==> src/rtl/btn_debounce_irq.sv <==
// Button synchroniser/debouncer with sticky rise/fall flags and a masked level interrupt on a Wishbone slave.
// Bus: one-cycle ack after the firing edge, no wait states; state change lands 2 clks + STABLE ticks after a clean input step.
module btn_debounce_irq #(
  parameter int WIDTH    = 2,
  parameter int PRESCALE = 1000,
  parameter int STABLE   = 8
) (
  input  logic             clk,
  input  logic             rst_n,
  input  logic [14:0]      adr_i,
  input  logic [31:0]      dat_i,
  output logic [31:0]      dat_o,
  input  logic             we_i,
  input  logic             stb_i,
  output logic             ack_o,
  input  logic [WIDTH-1:0] btn_i,
  output logic             irq_o
);

  localparam int              PW       = (PRESCALE > 1) ? $clog2(PRESCALE) : 1;
  localparam logic [PW-1:0]   PRE_LAST = PW'(PRESCALE - 1);
  localparam logic [7:0]      CNT_LAST = 8'(STABLE - 1);

  logic [WIDTH-1:0] r_sync1, r_sync2, r_state;
  logic [WIDTH-1:0] r_rise, r_fall, r_mrise, r_mfall;
  logic [7:0]       r_cnt [WIDTH];
  logic [PW-1:0]    r_presc;
  logic [31:0]      r_dat;
  logic             r_ack, r_irq;

  logic             w_tick, w_fire, w_wr_evt, w_wr_mask, w_unused;
  logic [WIDTH-1:0] w_accept, w_set_rise, w_set_fall, w_clr_rise, w_clr_fall;
  logic [31:0]      w_rd_dat;

  assign w_tick    = (r_presc == PRE_LAST);
  assign w_fire    = stb_i & ~r_ack;
  assign w_wr_evt  = w_fire & we_i & (adr_i[1:0] == 2'd1);
  assign w_wr_mask = w_fire & we_i & (adr_i[1:0] == 2'd2);
  assign w_unused  = ^{adr_i[14:2], dat_i};

  always_comb begin
    w_accept = '0;
    for (int i = 0; i < WIDTH; i++) begin
      w_accept[i] = w_tick & (r_sync2[i] != r_state[i]) & (r_cnt[i] == CNT_LAST);
    end
  end

  assign w_set_rise = w_accept & r_sync2;
  assign w_set_fall = w_accept & ~r_sync2;
  assign w_clr_rise = w_wr_evt ? dat_i[WIDTH-1:0]     : '0;
  assign w_clr_fall = w_wr_evt ? dat_i[WIDTH+15:16]   : '0;

  always_comb begin
    w_rd_dat = '0;
    case (adr_i[1:0])
      2'd0: w_rd_dat[WIDTH-1:0] = r_state;
      2'd1: begin
        w_rd_dat[WIDTH-1:0]   = r_rise;
        w_rd_dat[WIDTH+15:16] = r_fall;
      end
      2'd2: begin
        w_rd_dat[WIDTH-1:0]   = r_mrise;
        w_rd_dat[WIDTH+15:16] = r_mfall;
      end
      default: begin
        w_rd_dat[7:0]  = 8'(WIDTH);
        w_rd_dat[15:8] = 8'(STABLE);
      end
    endcase
  end

  always_ff @(posedge clk or negedge rst_n) begin
    if (!rst_n) begin
      r_sync1 <= '0;
      r_sync2 <= '0;
      r_presc <= '0;
    end else begin
      r_sync1 <= btn_i;
      r_sync2 <= r_sync1;
      r_presc <= w_tick ? '0 : r_presc + 1'b1;
    end
  end

  // Any tick whose sample agrees with the accepted state restarts the run.
  always_ff @(posedge clk or negedge rst_n) begin
    if (!rst_n) begin
      r_state <= '0;
      for (int i = 0; i < WIDTH; i++) r_cnt[i] <= '0;
    end else if (w_tick) begin
      for (int i = 0; i < WIDTH; i++) begin
        if (r_sync2[i] == r_state[i]) begin
          r_cnt[i] <= '0;
        end else if (w_accept[i]) begin
          r_state[i] <= r_sync2[i];
          r_cnt[i]   <= '0;
        end else begin
          r_cnt[i] <= r_cnt[i] + 8'd1;
        end
      end
    end
  end

  always_ff @(posedge clk or negedge rst_n) begin
    if (!rst_n) begin
      r_rise  <= '0;
      r_fall  <= '0;
      r_mrise <= '0;
      r_mfall <= '0;
      r_irq   <= 1'b0;
      r_ack   <= 1'b0;
      r_dat   <= '0;
    end else begin
      // A new event outranks a simultaneous write-1-to-clear.
      r_rise <= (r_rise & ~w_clr_rise) | w_set_rise;
      r_fall <= (r_fall & ~w_clr_fall) | w_set_fall;
      if (w_wr_mask) begin
        r_mrise <= dat_i[WIDTH-1:0];
        r_mfall <= dat_i[WIDTH+15:16];
      end
      r_irq <= |((r_rise & r_mrise) | (r_fall & r_mfall));
      r_ack <= w_fire;
      if (w_fire && !we_i) r_dat <= w_rd_dat;
    end
  end

  assign dat_o = r_dat;
  assign ack_o = r_ack;
  assign irq_o = r_irq;

endmodule

==> config.mk <==
export PLATFORM = sky130hd
export DESIGN_NAME = btn_debounce_irq
export DESIGN_NICKNAME = d
export VERILOG_FILES = /design/src/rtl/btn_debounce_irq.sv
export SDC_FILE = /design/constraint.sdc
export NUM_CORES = 1
export LEC_CHECK = 0
export ABC_AREA = 1
export BUFFER_PORTS_ARGS = -buffer_cell sky130_fd_sc_hd__buf_2
export CAP_MARGIN = 40
export CELL_PAD_IN_SITES_DETAIL_PLACEMENT = 1
export CELL_PAD_IN_SITES_GLOBAL_PLACEMENT = 1
export CORE_ASPECT_RATIO = 0.75
export CORE_MARGIN = 5
export CORE_UTILIZATION = 36
export DETAILED_ROUTE_END_ITERATION = 16
export HOLD_SLACK_MARGIN = 0.02
export PLACE_DENSITY = 0.79
export SLEW_MARGIN = 20
export SYNTH_ARGS = -nofsm -noshare
export SYNTH_HDL_FRONTEND = slang
export SYNTH_SLANG_ARGS = --single-unit
==> constraint.sdc <==
create_clock -name clk -period 1.4 [get_ports clk]
set_input_delay 0.28 -clock clk [delete_from_list [all_inputs] [get_ports clk]]
set_output_delay 0.28 -clock clk [all_outputs]
set_load 0.01 [all_outputs]
==> results of run 1 <==
## power breakdown
| part | total, uW | switching (uW) | internal (uW) |
|---|---|---|---|
| logic | 311 | 199 | 112 |
| clock network | 923 | 519 | 405 |
| registers | 1500 | 55.8 | 1450 |
| total | 2740 | 774 | 1960 |
## per-stage QoR
step | cell area (sq um) | std cells | hold slack, ns | setup WS, ns
floorplan | 2790 | 367 | -0.0156 | 0.0828
global placement | 2960 | 477 | 0.286 | -0.0827
detailed placement | 2960 | 477 | 0.290 | -0.151
CTS | 3120 | 490 | 0.0568 | -0.0222
global route | 3340 | 499 | 0.0615 | -0.0856
finish | 3340 | 499 | 0.0646 | -0.0354
## worst register-to-register path: cells and delay by family, from the launching register on
kind,cells,cell delay (ns)
and+or+nand+nor,4,0.44
AOI/OAI and AO/OA,1,0.07
DFF,1,0.38
buffers and inverters,3,0.43
## layout make-up
| cell class | instances | area (sq um) |
|---|---|---|
| clock buffers | 6 | 82.6 |
| clock inverters | 2 | 16.3 |
| multi-input cells | 244 | 1370 |
| repair buffers | 52 | 384 |
| inverters | 47 | 181 |
| fillers | 915 | 3960 |
| well taps | 101 | 126 |
| flip-flops and latches | 47 | 1180 |
## placed cells by master, fill, tap and decap left out, drive strengths merged, types with 6 or more instances in the layout
master,netlist,final
nand2,92,92
buf,30,51
dfrtp,47,47
inv,47,47
nor2,30,31
conb,1,27
nand3,26,26
o21ai,22,22
nand4,15,15
a21oi,7,7
ha,7,7
clkbuf,0,6
## synth_stat cells
master / count / area share, %
nand2_1: 92 / 13
dfrtp_1: 47 / 44
inv_1: 40 / 5.6
buf_4: 27 / 7.5
nor2_1: 26 / 3.6
nand3_1: 25 / 4.7
nand4_1: 14 / 3.3
o21ai_0: 13 / 2.4
o21ai_1: 9 / 1.7
a21oi_1: 7 / 1.3
ha_1: 7 / 3.3
inv_2: 7 / 0.98
buf_2: 3 / 0.56
xnor2_1: 3 / 0.98
nor2_4: 2 / 0.84
o21bai_1: 2 / 0.56
o22ai_1: 2 / 0.47
xor2_1: 2 / 0.65
xor2_2: 2 / 1.2
a2bb2oi_1: 1 / 0.33
and3_1: 1 / 0.23
conb_1: 1 / 0.14
nand3_4: 1 / 0.65
nand3b_1: 1 / 0.28
nand4_2: 1 / 0.47
nor2_2: 1 / 0.23
nor2_8: 1 / 0.74
nor3_1: 1 / 0.19
nor3_2: 1 / 0.37
or2_2: 1 / 0.23
## path summary, 6_finish.rpt
kind                                 startpoint                    end  slack (ns)  cells past startpoint
setup / recovery           r_presc[7]$_DFF_PN0_  r_cnt[10]$_DFFE_PN0N_       -0.04                      8
hold / removal                         btn_i[0]   r_sync1[0]$_DFF_PN0_        0.06                      1
setup reg to reg           r_presc[7]$_DFF_PN0_  r_cnt[10]$_DFFE_PN0N_       -0.04                      8
hold reg to reg            r_sync1[0]$_DFF_PN0_   r_sync2[0]$_DFF_PN0_        0.36                      0
max in group asynchronous                 rst_n   r_presc[2]$_DFF_PN0_        0.70                      3
min in group asynchronous                 rst_n   r_cnt[7]$_DFFE_PN0N_        0.47                      3
## cell families (layout without fill, tap and decap cells)
group	after synthesis	in the layout	share of synthesized area [%]
fa+ha+maj	7	7	3.26
simple gates	168	169	28.6
xor+xnor	7	7	2.84
compound gates	34	34	6.75
buf+inv	77	107	14.7
flops	47	47	43.7
other cells	1	27	0.139
## routing by layer
layer	vias up	wire (um)	global-route usage (%)
met5	-	0	0
met4	0	95	4.19
met3	10	164	2.51
met2	33	3510	23.7
met1	1141	3350	21.8
li1	1144	-	-
## repair_timing
action                                  4_1_cts  5_1_grt
hold buffers                                  1        0
pin swaps                                     3       18
endpoints found under the hold margin        47        0
endpoints found under the setup margin       22       30
buffers inserted                              4        7
gates cloned                                  0        2
resized for setup                             5       44
==> metrics.yaml, run 1 <==
clock_network:
  path_clk_slew_ns: 0.10
  cts.sinks: 47
  insertion_delay_ns: 0.31
  clockRootBuffer: "clkbuf_8"
  cts_made_buffers: 5
  clockBufferDepth: 2
  cts_tree: "done"
  h-tree-depth: 2
final_layout:
  insertedDiodeCount: 0
  top_register: "r_cnt"
  largest_reg_flops: 16
  area_growth_pct: 24.2
  layout-drive-gt1-share_pct: 27.4
  finish.utilization_pct: 45.7
  finalNetCount: 457
floorplan:
  die_y_um: 84.8
  die_area_sq_um: 9320
  rows: 27
  core_area_sq_um: 7300
  initial_core_util_pct: 36.8
  die_w_um: 110
  io_pins: 87
yosys:
  yosysUniqueCellTypes: 30
  seq_area_frac_synth_pct: 43.7
  syn_area_per_cell_sq_um: 7.89
  synth_warnings: 0
  yosys_register_bits: 47
  synth_cells: 341
  netlist_area_sq_um: 2690
placed_design:
  numPortBuffers: 18
  routabilityCongestion: 0.794
  hpwl_um: 4890
global_routing:
  grt_max_degree: 48
  grt_first_pass_wirelength_um: 11400
  gr-total-overflow: 0
  antenna_found_initial: 0
  grt.total_usage_pct: 15.2
  grt_pass1_vias: 2342
pwr:
  power_uw: 2740
  leakagePower_uw: 0.00171
  irDropWorstVdd_uv: 368
  power.density_nw_per_um2: 820
sta:
  final_hold_viol_count: 0
  setup_viol: 3
  period_needed_ns: 1.44
  rsz0062_at_grt: "yes"
  finalCritPeriodShare_pct: 103
  fin_skew_ns: 0.00849
  fin_setup_tns_ns: -0.0511
  finalMaxSlewViolations: 0
  setup_slack_ns: -0.0354
  max_clock_freq_mhz: 697
critical_path:
  path_cells: "buf_4 -> nand2_2 -> nor2_2 -> nand4_1 -> buf_6 -> buf_2 -> nand2_1 -> o21ai_1"
  path_max_fanout: 4
  slowest_delay_ns: 0.38
  cp_data_arrival_time_ns: 1.64
  path_class: "flip-flop to flip-flop"
  startpoint_type: "flip-flop"
  cpLargestDelayFamily: "simple AND/OR/NAND/NOR gates"
  critical_path_required_ns: 1.60
  end_kind: "flip-flop"
  crit_path_top_delay_cell: "dfrtp_1"
  path_buf_inv: 3
detailed_routing:
  routed_wl_um: 7120
  via_per_inst: 4.67
  ant_nets: 0
  routedWlPerCell_um: 14.3
  firstDrtPassIters: 4
  drcViolationCount: 0
  drt_iter0_drc: 60
  via_count: 2328
flow_run:
  maxCapViolations: 0
outcome:
  failed_checks: "negative setup slack"
  outcome: "complete, but fails checks"
worst_hold_path:
  hold_class: "input pin to flip-flop"
Note: power is estimated with default switching activity, not from simulation.
==> run 2: changes to the inputs <==
--- a/config.mk
+++ b/config.mk
@@ -11,11 +11,10 @@
 export CELL_PAD_IN_SITES_DETAIL_PLACEMENT = 1
 export CELL_PAD_IN_SITES_GLOBAL_PLACEMENT = 1
 export CORE_ASPECT_RATIO = 0.75
-export CORE_MARGIN = 5
 export CORE_UTILIZATION = 36
 export DETAILED_ROUTE_END_ITERATION = 16
 export HOLD_SLACK_MARGIN = 0.02
-export PLACE_DENSITY = 0.79
+export PLACE_DENSITY = 0.8
 export SLEW_MARGIN = 20
 export SYNTH_ARGS = -nofsm -noshare
 export SYNTH_HDL_FRONTEND = slang
==> metrics.yaml, run 2 (same netlist as run 1, synthesis figures left out) <==
clock_network:
  cts_tree: "done"  # unchanged
  path_clk_slew_ns: 0.10  # about the same
  cts_made_buffers: 5  # unchanged
  h-tree-depth: 2  # unchanged
  clockBufferDepth: 2  # unchanged
  clockRootBuffer: "clkbuf_8"  # unchanged
  cts.sinks: 47  # unchanged
  insertion_delay_ns: 0.32  # was 0.31 ns
placed_design:
  post_dp_cell_area_sq_um: 2890  # was 2960 sq um
  numPortBuffers: 18  # unchanged
  post-place-cells: 466  # was 477
  hpwl_um: 4820  # was 4890 um
  preCtsSetupSlack_ns: -0.0452  # was -0.151 ns
  routabilityCongestion: 0.773  # was 0.794
outcome:
  outcome: "complete, but fails checks"  # unchanged
  failed_checks: "negative setup slack"  # unchanged
critical_path:
  ff2ff_path_depth: 8  # unchanged
  end_kind: "flip-flop"  # unchanged
  crit_path_top_delay_cell: "dfrtp_1"  # unchanged
  critical_path_required_ns: 1.61  # was 1.60 ns
  reg2reg_from: "r_presc[0]$_DFF_PN0_"  # was r_presc[7]$_DFF_PN0_
  cp_data_arrival_time_ns: 1.62  # was 1.64 ns
  path_max_fanout: 5  # was 4
  path_cells: "ha_4 -> nand2_4 -> inv_4 -> nand4_1 -> buf_6 -> buf_8 -> o21ai_2 -> nor2_1"  # was buf_4 -> nand2_2 -> nor2_2 -> nand4_1 -> buf_6 -> buf_2 -> nand2_1 -> o21ai_1
  startpoint_type: "flip-flop"  # unchanged
  path_class: "flip-flop to flip-flop"  # unchanged
  reg2reg_slack_ns: -0.01  # was -0.04 ns
  r2r-end: "r_presc[8]$_DFF_PN0_"  # was r_cnt[10]$_DFFE_PN0N_
  startpoint: "r_presc[0]$_DFF_PN0_"  # was r_presc[7]$_DFF_PN0_
  crit_path_end: "r_presc[8]$_DFF_PN0_"  # was r_cnt[10]$_DFFE_PN0N_
  slowest_delay_ns: 0.40  # was 0.38 ns
final_layout:
  final_common_cell: "nand2_1"  # unchanged
  top_register: "r_cnt"  # unchanged
  design_area_sq_um: 3270  # was 3340 sq um
  layout_common_cells: "76 x nand2_1, 43 x dfrtp_1, 40 x inv_1"  # was 86 x nand2_1, 46 x dfrtp_1, 38 x inv_1
  fin_cells: 486  # was 499
  area_growth_pct: 21.7  # was 24.2%
  layout-drive-gt1-share_pct: 27.1  # was 27.4%
  insertedDiodeCount: 0  # unchanged
  finalNetCount: 447  # was 457
  largest_reg_flops: 16  # unchanged
  finish.utilization_pct: 46.6  # was 45.7%
pwr:
  irDropWorstVdd_uv: 483  # was 368 uV
  power.density_nw_per_um2: 876  # was 820 nW/um^2
  leakagePower_uw: 0.00164  # was 0.00171 uW
detailed_routing:
  routed_wl_um: 6860  # was 7120 um
  firstDrtPassIters: 4  # unchanged
  routedWlPerCell_um: 14.1  # was 14.3 um
  via_count: 2276  # was 2328
  via_per_inst: 4.68  # was 4.67
  ant_nets: 0  # unchanged
  drt_iter0_drc: 69  # was 60
  drcViolationCount: 0  # unchanged
worst_hold_path:
  hold_class: "input pin to flip-flop"  # unchanged
floorplan:
  die_w_um: 102  # was 110 um
  die_y_um: 76.8  # was 84.8 um
  rows: 26  # was 27
  io_pins: 87  # unchanged
  initial_core_util_pct: 38.3  # was 36.8%
  core_area_sq_um: 7030  # was 7300 sq um
  die_area_sq_um: 7820  # was 9320 sq um
flow_run:
  maxCapViolations: 0  # unchanged
global_routing:
  grt_pass1_vias: 2330  # was 2342
  grt_max_degree: 35  # was 48
  antenna_found_initial: 0  # unchanged
  grt.total_usage_pct: 19.1  # was 15.2%
  grt_first_pass_wirelength_um: 11500  # was 11400 um
  gr-total-overflow: 0  # unchanged
sta:
  max_clock_freq_mhz: 707  # was 697 MHz
  fin_skew_ns: 0.0159  # was 0.00849 ns
  setup_viol: 3  # unchanged
  finalCritPeriodShare_pct: 101  # was 103%
  period_needed_ns: 1.41  # was 1.44 ns
  finalMaxSlewViolations: 0  # unchanged
  rsz0062_at_grt: "yes"  # unchanged
  fin_setup_tns_ns: -0.0183  # was -0.0511 ns
  setup_slack_ns: -0.0135  # was -0.0354 ns
  final_hold_viol_count: 0  # unchanged
-- run 2: how the worst min path moves through the flow --
stage	startpoint	end	slack, ns	cells after the start
after floorplan	rst_n	ack_o$_DFF_PN0_	-0.02	0
after global placement	rst_n	r_cnt[3]$_DFFE_PN0N_	0.22	1
after detailed placement	rst_n	r_cnt[3]$_DFFE_PN0N_	0.22	1
after CTS	btn_i[0]	r_sync1[0]$_DFF_PN0_	0.05	1
after global routing	btn_i[0]	r_sync1[0]$_DFF_PN0_	0.04	1
final	btn_i[0]	r_sync1[0]$_DFF_PN0_	0.06	1
-- run 2: area by class of cell --
cell class / count / area [sq um]
multi-input cells: 244 / 1360
flip-flops and latches: 47 / 1180
inverters: 47 / 179
well taps: 98 / 123
repair buffers: 42 / 317
clock buffers: 5 / 68.8
clock inverters: 3 / 46.3
fillers: 855 / 3750
-- run 2: timing repair --
action,in CTS,in global routing
endpoints found under the setup margin,28,29
gates resized for setup,10,42
setup buffers,4,5
pin swaps,2,19
hold buffers,1,0
gates cloned,2,1
endpoints found under the hold margin,13,0
-- run 2: worst max-delay path, delay by kind of cell, from the launching register on --
kind            cells  cell delay [ns]
buf+inv             3             0.39
simple gates        3             0.27
compound gates      1             0.05
flops               1             0.40
fa+ha+maj           1             0.18
-- run 2: layer usage --
layer	global-route usage, %	vias up	wire length, um
met3	4.10	5	151
met1	27.3	1121	3350
met4	3.48	0	52
li1	-	1121	-
met5	0	-	0
met2	29.7	29	3310
-- run 2: metrics by stage --
step / power, uW / hold WS (ns)
after CTS: 2890 / 0.0544
after detailed placement: 1840 / 0.221
after floorplan: 1750 / -0.0156
final: 2870 / 0.0583
after global placement: 1820 / 0.220
after global routing: 3000 / 0.0388
-- run 2: report_power, final --
part | internal, uW | leakage [uW] | switching [uW]
clock network | 539 | 0.0000548 | 522
registers | 1450 | 0.000607 | 52.1
logic | 110 | 0.000983 | 196
total | 2100 | 0.00164 | 770
==> run 3: changes to the inputs <==
--- a/config.mk
+++ b/config.mk
@@ -15,6 +15,7 @@
 export DETAILED_ROUTE_END_ITERATION = 16
 export HOLD_SLACK_MARGIN = 0.02
 export PLACE_DENSITY = 0.8
+export SETUP_SLACK_MARGIN = 0.4
 export SLEW_MARGIN = 20
 export SYNTH_ARGS = -nofsm -noshare
 export SYNTH_HDL_FRONTEND = slang
==> metrics.yaml, run 3 (same netlist as run 1, synthesis figures left out) <==
sta:
  max_clock_freq_mhz: 727  # was 707 MHz
  finalMaxSlewViolations: 0  # unchanged
  setup_slack_ns: 0.0243  # was -0.0135 ns
  period_needed_ns: 1.38  # was 1.41 ns
  finalCritPeriodShare_pct: 98.3  # was 101%
  fin_setup_tns_ns: 0  # was -0.0183 ns
  rsz0062_at_grt: "yes"  # unchanged
  setup_viol: 0  # was 3
  final_hold_viol_count: 0  # unchanged
  fin_skew_ns: 0.0124  # was 0.0159 ns
placed_design:
  preCtsSetupSlack_ns: 0.00603  # was -0.0452 ns
  routabilityCongestion: 0.806  # was 0.773
  numPortBuffers: 18  # unchanged
  hpwl_um: 4630  # was 4820 um
detailed_routing:
  via_count: 2302  # was 2276
  drcViolationCount: 0  # unchanged
  drt_iter0_drc: 70  # was 69
  routed_wl_um: 7270  # was 6860 um
  via_per_inst: 4.74  # was 4.68
  firstDrtPassIters: 4  # unchanged
  routedWlPerCell_um: 15.0  # was 14.1 um
  ant_nets: 0  # unchanged
global_routing:
  grt.total_usage_pct: 19.2  # was 19.1%
  grt_util_met2_pct: 31.9  # was 29.7%
  grt_pass1_vias: 2481  # was 2330
  antenna_found_initial: 0  # unchanged
  grt_first_pass_wirelength_um: 11600  # was 11500 um
  grt_max_degree: 48  # was 35
  top_usage_layer: "met2"  # unchanged
  gr-total-overflow: 0  # unchanged
  grt_util_met1_pct: 25.0  # was 27.3%
  use_met3_pct: 3.46  # was 4.10%
final_layout:
  final_common_cell: "nand2_1"  # unchanged
  top_register: "r_cnt"  # unchanged
  fill_cells: 865  # was 855
  area_growth_pct: 26.8  # was 21.7%
  layout-drive-gt1-share_pct: 31.2  # was 27.1%
  insertedDiodeCount: 0  # unchanged
  register_area_sq_um: 1180  # about the same
  finalNetCount: 447  # unchanged
  multi_input_area_sq_um: 1470  # was 1360 sq um
  largest_reg_flops: 16  # unchanged
  layout_common_cells: "79 x nand2_1, 42 x dfrtp_1, 36 x inv_1"  # was 76 x nand2_1, 43 x dfrtp_1, 40 x inv_1
clock_network:
  cts_tree: "done"  # unchanged
  h-tree-depth: 2  # unchanged
  clockBufferDepth: 2  # unchanged
  path_clk_slew_ns: 0.10  # about the same
  cts_made_buffers: 5  # unchanged
  clockRootBuffer: "clkbuf_8"  # unchanged
  cts.sinks: 47  # unchanged
  insertion_delay_ns: 0.31  # was 0.32 ns
pwr:
  power_frac_clock_pct: 39.0  # was 37.0%
  p_int_uw: 2310  # was 2100 uW
  irDropWorstVdd_uv: 626  # was 483 uV
  pwr-share-comb_pct: 12.5  # was 10.7%
  seqPwrFrac_pct: 48.5  # was 52.3%
  power.density_nw_per_um2: 911  # was 876 nW/um^2
  p_sw_uw: 795  # was 770 uW
  swShare_pct: 25.6  # was 26.9%
  leakagePower_uw: 0.00166  # was 0.00164 uW
critical_path:
  cp_data_arrival_time_ns: 1.63  # was 1.62 ns
  r2r-end: "r_cnt[0]$_DFFE_PN0N_"  # was r_presc[8]$_DFF_PN0_
  reg2reg_slack_ns: 0.02  # was -0.01 ns
  path_max_fanout: 5  # unchanged
  startpoint_type: "flip-flop"  # unchanged
  end_kind: "flip-flop"  # unchanged
  critical_path_required_ns: 1.65  # was 1.61 ns
  path_class: "flip-flop to flip-flop"  # unchanged
  ff2ff_path_depth: 7  # was 8
  reg2reg_from: "r_presc[1]$_DFF_PN0_"  # was r_presc[0]$_DFF_PN0_
flow_run:
  maxCapViolations: 0  # unchanged
worst_hold_path:
  min-delay-start: "btn_i[0]"  # unchanged
  hold_class: "input pin to flip-flop"  # unchanged
  hold_end: "r_sync1[0]$_DFF_PN0_"  # unchanged
  whs_path_depth: 1  # unchanged
floorplan:
  die_area_sq_um: 7820  # unchanged
  core_area_sq_um: 7030  # unchanged
  die_w_um: 102  # unchanged
  io_pins: 87  # unchanged
  die_y_um: 76.8  # unchanged
  initial_core_util_pct: 38.3  # unchanged
  rows: 26  # unchanged
outcome:
  outcome: "complete, no violations"  # was complete, but fails checks
## run 3: cell types whose count changed in the layout (fill, tap and decap cells not counted), sizes merged
cell | before | now
bufinv | 1 | 2
inv | 48 | 47
## run 3: power groups by stage
stage	logic, uW	registers (uW)	clock network, uW
3_5_place_dp	309	1530	0
4_1_cts	339	1500	1240
5_1_grt	437	1520	1280
2_1_floorplan	216	1540	0
3_3_place_gp	299	1530	0
6_report	387	1510	1210
## run 3: per-stage QoR
stage | area (sq um) | utilization, % | cells | power (uW) | hold slack (ns)
detailed placement | 2890 | 41.1 | 461 | 1840 | 0.289
CTS | 3240 | 46.2 | 478 | 3080 | 0.0647
global placement | 2890 | 41.1 | 461 | 1820 | 0.292
finish | 3410 | 48.5 | 486 | 3110 | 0.0681
global route | 3410 | 48.5 | 486 | 3240 | 0.0572
floorplan | 2820 | - | 367 | 1750 | -0.0156
## run 3: worst max-delay path, stage by stage (launching register included)
cell and delay (ns):
dfrtp_1 0.41, ha_4 0.18, nand2_4 0.08, inv_6 0.09, nand3_4 0.10, nor2_4 0.27, nand4_1 0.11, nand2_1 0.08
## run 3: worst max-delay path by stage
stage	from	end	slack, ns
after detailed placement	r_presc[0]$_DFF_PN0_	r_rise[0]$_DFF_PN0_	0.006
after global placement	r_presc[0]$_DFF_PN0_	r_state[1]$_DFFE_PN0P_	0.05
final	r_presc[1]$_DFF_PN0_	r_cnt[0]$_DFFE_PN0N_	0.02
after floorplan	r_presc[0]$_DFF_PN0_	r_presc[5]$_DFF_PN0_	0.17
after CTS	r_presc[1]$_DFF_PN0_	r_state[0]$_DFFE_PN0P_	0.06
after global routing	r_presc[0]$_DFF_PN0_	r_cnt[0]$_DFFE_PN0N_	-0.04
## run 3: area by class of cell
class,instances,area share (%)
Multi-Input combinational cell,244,43.0
Sequential cell,47,34.7
Timing Repair Buffer,42,9.46
Inverter,47,5.32
Tap cell,98,3.60
Clock buffer,5,2.02
Clock inverter,3,1.98
## run 3: routing by layer
layer  wire (um)  part of all wire (%)
met1        3330                    46
met2        3680                    51
met3         178                   2.4
met4          69                  0.95
met5           0                     0
## run 3: timing repair
item	CTS	global route
hold buffers	1	0
buffers inserted	7	8
pin swaps	14	16
gates cloned	1	0
hold endpoints to repair	47	0
gates resized for setup	35	38
setup endpoints to repair	47	48
